**config.mk**
```make
export PLATFORM = sky130hd
export DESIGN_NAME = trb_in_dispatch
export DESIGN_NICKNAME = d
export VERILOG_FILES = /design/src/rtl/trb_in_dispatch.sv
export SDC_FILE = /design/constraint.sdc
export NUM_CORES = 1
export LEC_CHECK = 0
export BUFFER_PORTS_ARGS = -buffer_cell sky130_fd_sc_hd__buf_2
export CAP_MARGIN = 20
export CORE_MARGIN = 5
export CORE_UTILIZATION = 35
export DETAILED_ROUTE_END_ITERATION = 16
export GPL_TIMING_DRIVEN = 0
export SLEW_MARGIN = 20
export SYNTH_ARGS = -nofsm -noshare
export SYNTH_HDL_FRONTEND = slang
export SYNTH_SLANG_ARGS = --single-unit
```
**constraint.sdc**
```tcl
create_clock -name clk -period 4.2 [get_ports clk]
set_input_delay 1.05 -clock clk [delete_from_list [all_inputs] [get_ports clk]]
set_output_delay 1.05 -clock clk [all_outputs]
set_load 0.03 [all_outputs]
```
**src/rtl/trb_in_dispatch.sv**
```systemverilog
// Frame-level dispatcher: hands whole input frames round-robin to credit-limited turbo
// engines and logs each engine ID in an order queue so results can be drained in arrival order.
module trb_in_dispatch #(
  parameter int NUM_TURBO = 2,
  parameter int FRAME_LEN = 128,
  parameter int MAX_OUTST = 2,
  parameter int ORD_DEPTH = 8
) (
  input  logic                 clk,
  input  logic                 rst,
  input  logic [7:0]           st_data_in,
  input  logic                 st_valid_in,
  input  logic                 st_sop_in,
  input  logic                 st_eop_in,
  output logic                 st_ready_out,
  output logic [7:0]           st_data_out,
  output logic [NUM_TURBO-1:0] st_valid_out,
  output logic                 st_sop_out,
  output logic                 st_eop_out,
  input  logic [NUM_TURBO-1:0] st_ready_in,
  input  logic [NUM_TURBO-1:0] eng_done_in,
  output logic [3:0]           ord_id_out,
  output logic                 ord_valid_out,
  input  logic                 ord_ready_in,
  output logic                 err_len,
  output logic                 err_sop,
  output logic                 err_credit
);

  localparam int CRD_W = $clog2(MAX_OUTST + 1);
  localparam int AW    = (ORD_DEPTH > 1) ? $clog2(ORD_DEPTH) : 1;

  typedef enum logic [1:0] {S_IDLE, S_PICK, S_XFER} state_t;

  state_t          state_q, state_d;
  logic [3:0]      sel_q, sel_d;
  logic [3:0]      rr_q;
  logic [10:0]     cnt_q, cnt_inc;
  logic [CRD_W-1:0] credit_q [NUM_TURBO];
  logic            quiet_q;

  logic [3:0]      ord_mem [ORD_DEPTH];
  logic [AW-1:0]   wr_ptr_q, rd_ptr_q;
  logic [AW:0]     ord_cnt_q;

  logic            err_len_q, err_sop_q, err_credit_q;

  logic            active, ready_sel, accept, first_beat, last_beat;
  logic            drop_idle, ord_full, ord_nempty, push, pop;
  logic            pick_ok;
  logic [3:0]      pick_id;
  logic [4:0]      idx;
  logic [NUM_TURBO-1:0] crd_inc, crd_err;

  assign active     = (state_q == S_XFER) && !rst;
  assign accept     = active && st_valid_in && ready_sel;
  assign first_beat = accept && (cnt_q == 11'd0);
  assign last_beat  = accept && st_eop_in;
  assign cnt_inc    = (cnt_q == 11'h7ff) ? cnt_q : cnt_q + 11'd1;
  assign ord_full   = (ord_cnt_q == (AW+1)'(ORD_DEPTH));
  assign ord_nempty = (ord_cnt_q != '0);
  assign push       = first_beat;
  assign pop        = ord_ready_in && ord_nempty && !rst;
  assign drop_idle  = (state_q == S_IDLE) && !quiet_q && !rst && st_valid_in && !st_sop_in;

  // NOTE: every variable written in always_comb gets a default first, so no path can infer a latch.
  always_comb begin
    ready_sel    = 1'b0;
    crd_inc      = '0;
    crd_err      = '0;
    st_valid_out = '0;
    for (int i = 0; i < NUM_TURBO; i++) begin
      if (sel_q == 4'(i)) begin
        ready_sel       = st_ready_in[i];
        crd_inc[i]      = first_beat;
        st_valid_out[i] = active && st_valid_in;
      end
      crd_err[i] = eng_done_in[i] && (credit_q[i] == '0);
    end
  end

  // Round-robin scan starting at rr_q; walking k downwards lets the nearest free engine win.
  always_comb begin
    pick_ok = 1'b0;
    pick_id = '0;
    idx     = '0;
    for (int k = NUM_TURBO - 1; k >= 0; k--) begin
      idx = 5'(rr_q) + 5'(k);
      if (idx >= 5'(NUM_TURBO)) idx = idx - 5'(NUM_TURBO);
      for (int i = 0; i < NUM_TURBO; i++) begin
        if ((idx == 5'(i)) && (credit_q[i] < CRD_W'(MAX_OUTST))) begin
          pick_ok = 1'b1;
          pick_id = 4'(i);
        end
      end
    end
  end

  always_comb begin
    state_d      = state_q;
    sel_d        = sel_q;
    st_ready_out = 1'b0;
    case (state_q)
      S_IDLE: begin
        if (!quiet_q && st_valid_in) begin
          if (st_sop_in) state_d = S_PICK;
          else           st_ready_out = 1'b1;
        end
      end
      S_PICK: begin
        if (pick_ok && !ord_full) begin
          state_d = S_XFER;
          sel_d   = pick_id;
        end
      end
      S_XFER: begin
        st_ready_out = ready_sel;
        if (last_beat) state_d = S_IDLE;
      end
      default: state_d = S_IDLE;
    endcase
    if (rst) st_ready_out = 1'b0;
  end

  assign st_data_out   = active ? st_data_in : 8'd0;
  assign st_sop_out    = active && st_sop_in;
  assign st_eop_out    = active && st_eop_in;
  assign ord_valid_out = ord_nempty && !rst;
  assign ord_id_out    = (ord_nempty && !rst) ? ord_mem[rd_ptr_q] : 4'd0;
  assign err_len       = err_len_q && !rst;
  assign err_sop       = err_sop_q && !rst;
  assign err_credit    = err_credit_q && !rst;

  // NOTE: sequential state uses non-blocking assignments so every register samples pre-edge values.
  always_ff @(posedge clk) begin
    if (rst) begin
      state_q      <= S_IDLE;
      sel_q        <= '0;
      rr_q         <= '0;
      cnt_q        <= '0;
      quiet_q      <= 1'b1;
      wr_ptr_q     <= '0;
      rd_ptr_q     <= '0;
      ord_cnt_q    <= '0;
      err_len_q    <= 1'b0;
      err_sop_q    <= 1'b0;
      err_credit_q <= 1'b0;
      for (int i = 0; i < NUM_TURBO; i++) credit_q[i] <= '0;
    end else begin
      state_q      <= state_d;
      sel_q        <= sel_d;
      quiet_q      <= 1'b0;
      err_len_q    <= last_beat && (cnt_inc != 11'(FRAME_LEN));
      err_sop_q    <= drop_idle || (accept && !first_beat && st_sop_in);
      err_credit_q <= |crd_err;

      if (last_beat) begin
        cnt_q <= '0;
        rr_q  <= (sel_q == 4'(NUM_TURBO - 1)) ? 4'd0 : sel_q + 4'd1;
      end else if (first_beat) begin
        cnt_q <= 11'd1;
      end else if (accept) begin
        cnt_q <= cnt_inc;
      end

      // A dispatch and a done on the same engine cancel; a done at zero credit is only flagged.
      for (int i = 0; i < NUM_TURBO; i++) begin
        case ({crd_inc[i], eng_done_in[i]})
          2'b10:   credit_q[i] <= credit_q[i] + CRD_W'(1);
          2'b01:   if (credit_q[i] != '0) credit_q[i] <= credit_q[i] - CRD_W'(1);
          default: credit_q[i] <= credit_q[i];
        endcase
      end

      if (push) wr_ptr_q <= wr_ptr_q + AW'(1);
      if (pop)  rd_ptr_q <= rd_ptr_q + AW'(1);
      case ({push, pop})
        2'b10:   ord_cnt_q <= ord_cnt_q + (AW+1)'(1);
        2'b01:   ord_cnt_q <= ord_cnt_q - (AW+1)'(1);
        default: ord_cnt_q <= ord_cnt_q;
      endcase
    end
  end

  // NOTE: queue storage is not reset; the pointers and count define validity and the head is masked when empty.
  always_ff @(posedge clk) begin
    if (push) ord_mem[wr_ptr_q] <= sel_q;
  end

endmodule

```
# Yosys cells after proc, flatten, opt, wreduce, memory -nomap -nowiden
# Memories as Yosys holds them, arrays and structs flattened. A register that Yosys moved wholly into a read port is not among the register bits.
# Index checks and enable logic that the tools add are counted.
dict set report totals {
  reg_bits 35
  mem_bits_rw 36
  input_bits 18
  out_inout_bits 21
  wordCells 171
  n_memories 2
}
# memory words word_bits read_ports rd_clocked_by_memory_dff write_ports line
set mem_list {}
lappend mem_list {ord_mem 8 4 1 1 1 42} ;# logic [3:0] ord_mem [ORD_DEPTH];
lappend mem_list {credit_q 2 2 2 0 2 39} ;# logic [CRD_W-1:0] credit_q [NUM_TURBO];
dict set report classes {
  add_sub_neg 13
  magnitude_cmp 4
  n_eq_ne 18
  mux 63
  bitwise_logic 6
  reduce_logical 53
}
# op count
set ops {}
lappend ops {{1-bit two-way mux} 40}
lappend ops {{1-bit logical AND} 28}
lappend ops {{2-bit two-way mux} 10}
lappend ops {{4-bit two-way mux} 4}
lappend ops {{11-bit by 1-bit adder with 11-bit output (second input constant)} 1}
lappend ops {{11-bit equality test (second input constant)} 1}
lappend ops {{11-bit logical NOT} 1}
lappend ops {{11-bit two-way mux} 1}
lappend ops {{11-bit by 8-bit != test with 1-bit output (second input constant)} 1}
lappend ops {{5-bit by 1-bit equality test with 1-bit output (second input constant)} 2}
lappend ops {{5-bit logical NOT} 2}
lappend ops {{5-bit two-way mux} 2}
lappend ops {{4-bit by 1-bit adder with 4-bit output (second input constant)} 2}
lappend ops {{2-bit by 1-bit equality test with 1-bit output (second input constant)} 4}
lappend ops {{2-bit equality test (second input constant)} 4}
lappend ops {{8-bit two-way mux} 1}
lappend ops {{4-bit case mux with 2 select lines} 1}
lappend ops {{2-bit nonzero test} 4}
lappend ops {{2-bit OR reduction} 4}
lappend ops {{3-bit by 1-bit adder with 3-bit output (second input constant)} 2}
lappend ops {{2-bit logical NOT} 3}
lappend ops {{3-bit two-way mux} 2}
lappend ops {{2-bit != test (second input constant)} 3}
lappend ops {{1-bit OR} 6}
lappend ops {{other kinds (21)} 28}

# Depth between registers and ports, before layout
dict set report depth {
  ltp_word 13
  mapped_depth 13
  mapped_depth_nobuf 13
}

# Worst setup path before layout
# Ideal clock, no wire load.
dict set report synth_path {
  path_type {input to output}
  startpoint {input rst}
  endpoint {output st_ready_out}
  arrival_time_ps 2311
  required_ps 3150
  setup_slack_ps 839
  cell_stages 3
  path_buffers 0
  path_cell_list {nor3b_1 inv_1 o21ai_0}
}
dict set report synth_via {
  elab_chain_len 1
}
# item line
set synth_rtl {}
lappend synth_rtl {{start: declaration} 10} ;# input logic rst,
lappend synth_rtl {{1-bit two-way mux} 122} ;# if (rst) st_ready_out = 1'b0;
lappend synth_rtl {{end: declaration} 15} ;# output logic st_ready_out,
# Every way passes these cells.

# Worst setup path in the final report
# Ends and elaborated chain as after synthesis.

==> results.toml <==
[outcome]
status = "finished clean"

[floorplan]
die_height_microns = 93.9
boundaryPins = 39
die_x_microns = 93.9
initial_core_util_pct = 36.1
dieArea_sq_um = 8820
design.core.area_sq_um = 6830
rows = 30

[setup_path]
path_cells = "buf_2, nor3b_1, inv_1, o21ai_0, buf_2"
critPathLaunchType = "input pin"
slowest_delay_ns = 0.74
crit_top_cell = "buf_2"
cpLargestDelayFamily = "simple AND/OR/NAND/NOR gates"
path_max_fanout = 10
crit_arrival_ns = 2.44
crit_buf_inv = 3
crit_type = "in2out"
r2r-start = "sel_q[0]"
crit_required_ns = 3.15
critPathSlowestCell = "nor3b_1"
startpoint = "rst"
cp-end-kind = "output port"

[global_routing]
grt.overflow.total = 0
grt_pass1_wl_microns = 9420
grt_pass1_vias = 1991
grt_use_total_pct = 13.5
grt_antenna_before_repair = 0
grt_max_degree = 16

[finish]
drive_above_1_share_pct = 18.0
num-nets-final = 358
fin_area_sq_um = 2890
area_growth_pct = 17.0
antenna_cells = 0

[placement]
dpl.hpwl_microns = 4180
io_buffers = 35
dpl_cell_area_sq_um = 2770
place.gp.congestion = 0.837
dp_slack_ns = 0.377

[clock_tree]
post_cts_resized = 0
root_buffer = "clkbuf_8"
cts_setup_buffers = 0
clk_pin_slew_worst_paths_ns = 0.09
cts_tree = "built"
cts_buffers = 5
htree_levels = 2
clk_latency_ns = 0.30
hold_buffers = 0
cts_max_path_buffers = 2
cts.sinks = 44

[yosys]
async_reset_ff_share_pct = 0
ys_warn_count = 0
synth_edf_count = 12
ys.flop_type = "dfxtp_1"
avgSynthCellArea_sq_um = 8.71
ys_types = 50
synth-seq-cells = 44
ys_seq_area_share_pct = 40.6
synth_cells = 283
syn_area_sq_um = 2470

[job]
cap_violations = 0

[timing]
tns_ns = 0
hold_viol = 0
setup_viol = 0
grt_setup_unrepaired = "no"
max_freq_ghz = 0.287
fin_crit_sh_pct = 83.0
setup_slack_ns = 0.713
period_needed_ns = 3.49
hold_slack_ns = 0.512
worstMarginPinSlew_ns = 0.917
maxSlewViolCount = 0
relSlewSlack_pct = 38.7
skew_ns = 0.00972

[route]
postRouteAntennaNets = 0
drc = 0
routedWlPerCell_microns = 12.8
drt_iter0_drc = 78
vias = 2057
drt_wl_total_microns = 5450
vias_per_cell = 4.85
dr.pass1.iters = 4

[power]
seq_power_share_pct = 53.1
combPwrFrac_pct = 7.3
clkPwrFrac_pct = 39.6
intPower_mw = 0.650
power_density_nw_per_um2 = 294
leakagePower_nw = 1.17
p_total_mw = 0.849
swShare_pct = 23.5
vdd_ir_drop_max_uv = 172
power_switching_mw = 0.199

[min_path]
hold_path_startpoint = "rr_q[0]"
hold_class = "reg2reg"
-- path summary, 6_finish.rpt --
check / end / slack [ns] / cells after the start
hold / removal: rr_q[0] / 0.51 / 2
hold reg to reg: rr_q[0] / 0.51 / 2
setup reg to reg: ord_cnt_q[3] / 1.10 / 12
setup / recovery: st_ready_out / 0.71 / 5
-- per-stage QoR --
step / std cells / utilization, %
after floorplan: 285 / -
after global placement: 416 / 40.5
after detailed placement: 416 / 40.5
after CTS: 424 / 42.2
after global routing: 424 / 42.2
final: 424 / 42.2
-- cell usage after synthesis (2+ instances only) --
library cell  count  area, sq um
nor2_1           43          161
and2_1           11         68.8
inv_1            18         67.6
nor3b_1           2         15.0
mux4_2            2         45.0
buf_2             2         10.0
nand2b_1          4         25.0
nor4_1            4         25.0
mux2i_1           7         70.1
a31oi_1           3         18.8
xnor2_1           5         43.8
buf_4             3         22.5
and4_1            3         26.3
o21ai_0           7         35.0
a21oi_1          12         60.1
or2_2             3         18.8
nand2_1          24         90.1
nand3_1           8         40.0
and3_1            3         18.8
a21o_1            2         15.0
edfxtp_1         12          360
nor2b_1           6         37.5
a31o_2            2         17.5
a211oi_1          3         22.5
xor2_1            8         70.1
o22ai_1           3         18.8
nand4_1           3         18.8
dfxtp_1          32          641
clkbuf_1          5         18.8
nor4b_1           2         17.5
ha_1             12          150
nor3_1           10         50.1
o21bai_1          2         15.0
-- worst register-to-register path, cell delays in order (launching register included) --
cell and delay, ns:
dfxtp_1 0.62, mux2i_1 0.19, or2_1 0.26, buf_6 0.14, nor2_2 0.29, inv_2 0.12, ha_1 0.26, ha_1 0.28
a21o_1 0.17, a21oi_1 0.16, xnor2_1 0.09, or3_1 0.30, a21oi_1 0.14
-- cells in the final DEF (no fill, tap or decap), types with 3 or more instances in the layout --
master and count:
inv_1 18, xor2_1 8, nor3_1 10, buf_2 37, a31oi_1 3, nor2_1 43, and2_1 11, nor2b_1 6
nand2b_1 4, nand3_1 8, buf_4 3, ha_1 12, conb_1 3, nand2_1 24, clkbuf_1 5, nand4_1 3
mux2i_1 7, clkbuf_8 5, o22ai_1 3, edfxtp_1 12, nor4_1 4, o21ai_0 7, dfxtp_1 32, xnor2_1 5
a21oi_1 12, a211oi_1 3, and3_1 3, and4_1 3, or2_2 3
-- routing by layer --
layer | track usage (%) | vias to the layer above | share of wire [%]
li1 | - | 1060 | -
met1 | 17.2 | 941 | 47
met2 | 22.2 | 46 | 47
met3 | 3.85 | 10 | 5.0
met4 | 4.09 | 0 | 1.4
met5 | 0 | - | 0
-- final cells by class --
type	count	area, sq um
well taps	96	120
multi-input cells	211	1340
fillers	709	3950
flip-flops and latches	44	1000
clock buffers	5	68.8
plain buffers	11	62.6
repair buffers	35	175
inverters	19	71.3
clock inverters	3	47.5
-- state kept, by name, indices dropped and copies added, names as in the netlist, named ones only --
signal / cells
cnt_q: 11
ord_mem: 8
credit_q: 4
ord_cnt_q: 4
rd_ptr_q: 3
wr_ptr_q: 3
state_q: 2
err_credit_q: 1
err_len_q: 1
err_sop_q: 1
quiet_q: 1
rr_q: 1
sel_q: 1
-- kinds of logic after synthesis --
group,after synthesis,share of synthesized area [%]
compound gates,40,10.4
xor+xnor,13,4.62
fa+ha+maj,13,6.90
buf+inv,30,5.43
flops,44,40.6
mux,9,4.67
other cells,1,0.152
simple gates,133,27.2
-- power by group through the flow --
stage / logic (mW) / registers [mW] / clock network (mW)
finish: 0.0616 / 0.451 / 0.336
global route: 0.0703 / 0.452 / 0.372
CTS: 0.0631 / 0.451 / 0.349
detailed placement: 0.0629 / 0.461 / 0
global placement: 0.0614 / 0.460 / 0
floorplan: 0.0431 / 0.458 / 0
No activity file was read; power rests on OpenSTA's default activity.
